$ cat src/rtl/pe_pkg.sv
// Shared definitions for the pe_unit operand sequencer: FSM states and slot/round constants.
package pe_pkg;

  localparam int PE_SLOTS        = 8;
  localparam int PE_ROUND_CYCLES = 2;
  localparam int PE_SLOT_W       = $clog2(PE_SLOTS);

  typedef enum logic [1:0] {
    IDLE,
    FEED,
    ROUND0,
    ROUND1
  } pe_feeder_state_e;

endpackage

$ cat src/rtl/pe_tag_fifo.sv
// Small synchronous FIFO holding the slot tag of each round in flight through pe_unit.
module pe_tag_fifo #(
  parameter int DEPTH = 4,
  parameter int WIDTH = 3
) (
  input  logic             clk,
  input  logic             rst,
  input  logic             push,
  input  logic [WIDTH-1:0] din,
  input  logic             pop,
  output logic             empty,
  output logic [WIDTH-1:0] head
);

  localparam int AW = $clog2(DEPTH);

  logic [WIDTH-1:0] mem [DEPTH];
  logic [AW:0]      wr_ptr;
  logic [AW:0]      rd_ptr;
  logic             full;
  logic             do_push;
  logic             do_pop;

  assign empty   = (wr_ptr == rd_ptr);
  assign full    = (wr_ptr[AW] != rd_ptr[AW]) && (wr_ptr[AW-1:0] == rd_ptr[AW-1:0]);
  assign do_push = push && !full;
  assign do_pop  = pop && !empty;
  assign head    = mem[rd_ptr[AW-1:0]];

  // NOTE: storage has no reset; only entries between the reset pointers are ever read.
  always_ff @(posedge clk) begin
    if (do_push) mem[wr_ptr[AW-1:0]] <= din;
  end

  always_ff @(posedge clk) begin
    if (rst) begin
      wr_ptr <= '0;
      rd_ptr <= '0;
    end else begin
      if (do_push) wr_ptr <= wr_ptr + (AW+1)'(1);
      if (do_pop)  rd_ptr <= rd_ptr + (AW+1)'(1);
    end
  end

endmodule

$ cat src/rtl/pe_feeder.sv
// Operand sequencer for pe_unit: feeds one dot-product vector, then a two-cycle rounding phase.
// Optional dirty-slot detection is enabled by defining PE_FEEDER_DIRTY_CHECK_EN.
module pe_feeder
  import pe_pkg::*;
#(
  parameter int INT_BITS  = 7,
  parameter int FRAC_BITS = 9,
  parameter int LEN_W     = 8,
  parameter int TAG_DEPTH = 4
) (
  input  logic                          clk,
  input  logic                          rst,
  input  logic                          cmd_valid,
  output logic                          cmd_ready,
  input  logic [PE_SLOT_W-1:0]          cmd_slot,
  input  logic [LEN_W-1:0]              cmd_len,
  input  logic                          op_valid,
  output logic                          op_ready,
  input  logic [INT_BITS+FRAC_BITS-1:0] op_a,
  input  logic [INT_BITS+FRAC_BITS-1:0] op_b,
  output logic [INT_BITS+FRAC_BITS-1:0] pe_data_in_1,
  output logic [INT_BITS+FRAC_BITS-1:0] pe_data_in_2,
  output logic [3:0]                    pe_add_number,
  output logic                          pe_keep,
  output logic                          pe_rounder_en,
  input  logic                          pe_rounder_valid,
  output logic [PE_SLOT_W-1:0]          res_slot,
  output logic                          res_slot_valid,
  output logic                          busy
`ifdef PE_FEEDER_DIRTY_CHECK_EN
  ,
  output logic                          err_dirty
`endif
);

  localparam int W = INT_BITS + FRAC_BITS;

  pe_feeder_state_e     state;
  pe_feeder_state_e     state_next;
  logic [PE_SLOT_W-1:0] slot_q;
  logic [LEN_W-1:0]     remaining;
  logic                 cmd_fire;
  logic                 op_fire;
  logic                 tag_push;
  logic                 tag_empty;

  assign cmd_fire = cmd_valid && cmd_ready;
  assign op_fire  = op_valid && op_ready;

  // NOTE: every always_comb output gets a default first so no path can infer a latch.
  always_comb begin
    state_next   = state;
    cmd_ready    = 1'b0;
    op_ready     = 1'b0;
    pe_keep      = 1'b1;
    pe_rounder_en = 1'b0;
    pe_data_in_1 = '0;
    pe_data_in_2 = '0;
    tag_push     = 1'b0;
    unique case (state)
      IDLE: begin
        cmd_ready = !rst;
        if (cmd_valid && !rst) state_next = (cmd_len != '0) ? FEED : ROUND0;
      end
      FEED: begin
        op_ready = !rst;
        pe_keep  = !op_valid;
        if (op_valid) begin
          pe_data_in_1 = op_a;
          pe_data_in_2 = op_b;
          if (remaining == LEN_W'(1)) state_next = ROUND0;
        end
      end
      ROUND0: begin
        pe_keep       = 1'b0;
        pe_rounder_en = 1'b1;
        tag_push      = 1'b1;
        state_next    = ROUND1;
      end
      // Guard cycle: pe_unit blocks writes two cycles after rounder_en, so only a zero pair is safe.
      ROUND1: begin
        pe_keep    = 1'b0;
        state_next = IDLE;
      end
      default: state_next = IDLE;
    endcase
  end

  // NOTE: state registers use non-blocking assignments so all flops update from pre-edge values.
  always_ff @(posedge clk) begin
    if (rst) begin
      state     <= IDLE;
      slot_q    <= '0;
      remaining <= '0;
    end else begin
      state <= state_next;
      if (cmd_fire) begin
        slot_q    <= cmd_slot;
        remaining <= cmd_len;
      end else if (op_fire) begin
        remaining <= remaining - LEN_W'(1);
      end
    end
  end

  assign pe_add_number = {1'b0, slot_q};

  pe_tag_fifo #(
    .DEPTH (TAG_DEPTH),
    .WIDTH (PE_SLOT_W)
  ) u_tag_fifo (
    .clk   (clk),
    .rst   (rst),
    .push  (tag_push),
    .din   (slot_q),
    .pop   (pe_rounder_valid),
    .empty (tag_empty),
    .head  (res_slot)
  );

  assign res_slot_valid = pe_rounder_valid && !tag_empty;
  assign busy           = (state != IDLE) || !tag_empty;

`ifdef PE_FEEDER_DIRTY_CHECK_EN
  // A slot becomes dirty once rounded; re-targeting it without reset is flagged but still run.
  logic [PE_SLOTS-1:0] dirty;

  always_ff @(posedge clk) begin
    if (rst) begin
      dirty     <= '0;
      err_dirty <= 1'b0;
    end else begin
      if (tag_push) dirty[slot_q] <= 1'b1;
      if (cmd_fire && dirty[cmd_slot]) err_dirty <= 1'b1;
    end
  end
`endif

endmodule
$ cat config.mk
export PLATFORM = sky130hd
export DESIGN_NAME = pe_feeder
export DESIGN_NICKNAME = d
export VERILOG_FILES = /design/src/rtl/pe_pkg.sv /design/src/rtl/pe_tag_fifo.sv /design/src/rtl/pe_feeder.sv
export SDC_FILE = /design/constraint.sdc
export NUM_CORES = 1
export LEC_CHECK = 0
export ABC_AREA = 1
export CORE_MARGIN = 5
export CORE_UTILIZATION = 45
export DETAILED_ROUTE_END_ITERATION = 10
export PLACE_DENSITY = 0.84
export SYNTH_ARGS = -nofsm -noshare
export SYNTH_HDL_FRONTEND = slang
export SYNTH_SLANG_ARGS = --single-unit
$ cat constraint.sdc
create_clock -name clk -period 2.4 [get_ports clk]
set_input_delay 0.48 -clock clk [delete_from_list [all_inputs] [get_ports clk]]
set_output_delay 0.48 -clock clk [all_outputs]
set_load 0.02 [all_outputs]
==> impl_metrics.toml <==
[global_routing]
grt_max_degree = 33
grt_usage_pct = 18.5
antenna_found_initial = 0
grt_pass1_wl_um = 9260
grt_pass1_vias = 2161
grt_overflow = 0

[clock_network]
h-tree-depth = 2
post-cts-setup-buffers = 0
hold_buffers = 0
numClockSinks = 33
tritoncts = "done"
path_clk_slew_ns = 0.07
cts_buffers = 5
insertion_delay_ns = 0.29
clockBufferDepth = 2
clock-root-buffer = "clkbuf_8"

[cells_and_area]
drive_above_1_share_pct = 6.22
final_cells = 454
nets = 460
area_growth_pct = 49.5
n_antenna_cell = 0

[power_and_ir_drop]
internal_power_mw = 1.58
power_mw = 2.87
p_switching_mw = 1.29
leakage_nw = 1.61
p_per_area_mw_per_mm2 = 925
netSwitchingFraction_pct = 45.0
pwr-share-clk_pct = 14.2
peakVddDrop_mv = 0.456
combinationalPowerShare_pct = 57.2
power.share.sequential_pct = 28.6

[timing]
rsz0062_at_grt = "no"
finalSetupViolations = 0
finalHoldViolCount = 0
finalCritPeriodShare_pct = 95.5
fmax_mhz = 436
fin_crit_ns = 2.29
drv_slew = 0
skew_ns = 0.00748

[logic_synthesis]
synth_warnings = 0
ys_types = 30
synth.top_cells.by_area = "dfxtp_1 (20%), edfxtp_1 (17%), nor2_1 (14%), inv_1 (11%), nand2_1 (9.8%)"
synth_common_cells = "nor2_1 (75), inv_1 (63), nand2_1 (54), dfxtp_1 (21), o21ai_0 (13)"
yosysMostFrequentCell = "nor2_1"
syn-num-nets = 364
ys_seq_area_share_pct = 37.6
synth-main-ff-cell = "dfxtp_1"
syn_area_mm2 = 0.00208
synthArstFlopShare_pct = 0
yosys.area.top_type = "dfxtp_1"
synth_edf_count = 12
synth_area_per_cell_um2 = 6.81
synthCells = 305
ys_ff_latch = 33
synth_top_area_share_pct = 20.2

[critical_path]
crit_start = "state[0]$_SDFFE_PP0P_"
slowest_delay_ns = 0.62
cp_top_family = "buffers and inverters"
reg2reg_slack_ns = 0.87
r2r_start = "u_tag_fifo.wr_ptr[1]$_SDFFE_PP0P_"
crit_arrival_ns = 1.81
r2r_cells = 6
cp_max_fo = 4
required_ns = 1.92
crit_type = "reg2out"
cp.depth = 5
critical_path_buf_inv_count = 3
crit_path_start_kind = "flip-flop"
end_kind = "output port"
crit_top_cell = "inv_1"
r2r_end = "u_tag_fifo.mem[3][0]$_DFFE_PP_"
critPathCapture = "cmd_ready"
path_cells = "inv_1, ha_1, inv_1, nor2_1, clkdlybuf4s50_1"
slowest_stage = "clkdlybuf4s50_1"

[placement]
gp_congestion = 0.841
place_hpwl_um = 4530
io_buffers = 91
place_inst = 446

[floorplan]
start_util_pct = 47.1
dieArea_mm2 = 0.00607
die-height_um = 77.9
rows = 24
die_w_um = 77.9
io_pins = 93
core_area_mm2 = 0.00441

[route]
drc_errors = 0
ant_nets = 0
vias = 2154
post_drt_wl_per_cell_um = 12.3
drt-vias-per-instance = 4.74
drt_iter0_markers = 80
dr.pass1.iters = 4
wirelength_um = 5580

[hold_path]
worst_hold_path_type = "reg2reg"
min_from = "remaining[0]$_SDFFE_PP0P_"
holdPathStages = 2

[flow_run]
cap_violations = 0

[outcome]
status = "complete, no violations"
-- worst min path at each step --
stage	slack, ns	endpoint
global route	0.52	remaining[0]$_SDFFE_PP0P_
detailed placement	0.50	remaining[0]$_SDFFE_PP0P_
CTS	0.51	remaining[0]$_SDFFE_PP0P_
finish	0.51	remaining[0]$_SDFFE_PP0P_
global placement	0.49	remaining[0]$_SDFFE_PP0P_
floorplan	0.47	remaining[0]$_SDFFE_PP0P_
-- metrics by stage --
| stage | utilization (%) | setup TNS [ns] | area [um2] | setup WS [ns] | hold WS (ns) |
|---|---|---|---|---|---|
| 2_1_floorplan | - | 0 | 2080 | 0.708 | 0.469 |
| 3_3_place_gp | 69.3 | -0.144 | 3060 | -0.0247 | 0.494 |
| 3_5_place_dp | 69.3 | -0.477 | 3060 | -0.0391 | 0.499 |
| 4_1_cts | 70.3 | 0 | 3100 | 0.0557 | 0.509 |
| 5_1_grt | 70.4 | 0 | 3110 | 0.0199 | 0.519 |
| 6_report | 70.4 | 0 | 3110 | 0.108 | 0.507 |
-- flip-flops by register name, summed over array words and instances, names as in the netlist, named ones only --
signal             cells
remaining              8
slot_q                 3
u_tag_fifo.mem        12
u_tag_fifo.rd_ptr      3
u_tag_fifo.wr_ptr      3
state                  2
-- cell usage in the layout, fill, tap and decap left out, types with 4 or more instances in the layout --
cell             synthesis  layout
o21ai_0                 13      13
clkbuf_8                 0       5
nand3_1                 11      11
edfxtp_1                12      12
dlygate4sd2_1            0      33
clkdlybuf4s50_1          0      57
nand2_1                 54      54
a21oi_1                  7       7
inv_1                   63      63
ha_1                    11      11
dfxtp_1                 21      21
buf_4                    1       4
nor2_1                  75      75
-- power by group through the flow --
stage	Sequential [mW]	Combinational, mW	Clock [mW]
2_1_floorplan	0.814	1.05	0
3_5_place_dp	0.832	1.70	0
6_report	0.822	1.64	0.409
3_3_place_gp	0.826	1.67	0
4_1_cts	0.822	1.65	0.409
5_1_grt	0.838	1.81	0.444
-- what timing repair did --
action | 4_1_cts | 5_1_grt
gates resized for setup | 33 | 1
pin swaps | 0 | 0
endpoints found under the setup margin | 33 | 1
-- routing by layer --
| layer | vias to the layer above | wire length (um) | global-route usage [%] |
|---|---|---|---|
| met4 | 0 | 53 | 3.89 |
| met2 | 90 | 2830 | 34.1 |
| met1 | 941 | 2130 | 18.9 |
| met3 | 7 | 564 | 8.68 |
| met5 | - | 0 | 0 |
| li1 | 1116 | - | - |
-- cell type report --
cell class	instances	area (um2)
fill	369	1310
clock buffer	5	68.8
sequential	33	781
inverter	66	250
clock inverter	3	17.5
multi-input combinational	199	1000
tap	52	65.1
timing repair buffer	96	922
-- tightest hold or removal path, delay by kind of cell (launching register included) --
family | cells | cell delay, ns
compound gates | 1 | 0.07
flops | 1 | 0.33
simple gates | 1 | 0.07
-- cells by family (layout without fill, tap and decap cells) --
kind of cell / after synthesis / in the layout / synth area share (%)
adder cells (fa/ha/maj): 11 / 11 / 6.63
other: 1 / 1 / 0.181
AO/OA/AOI/OAI: 30 / 30 / 8.01
XOR/XNOR: 4 / 4 / 2.05
flip-flops: 33 / 33 / 37.6
AND/OR/NAND/NOR: 153 / 153 / 31.3
buffers and inverters: 73 / 170 / 14.2
No activity file was read; power rests on OpenSTA's default activity.
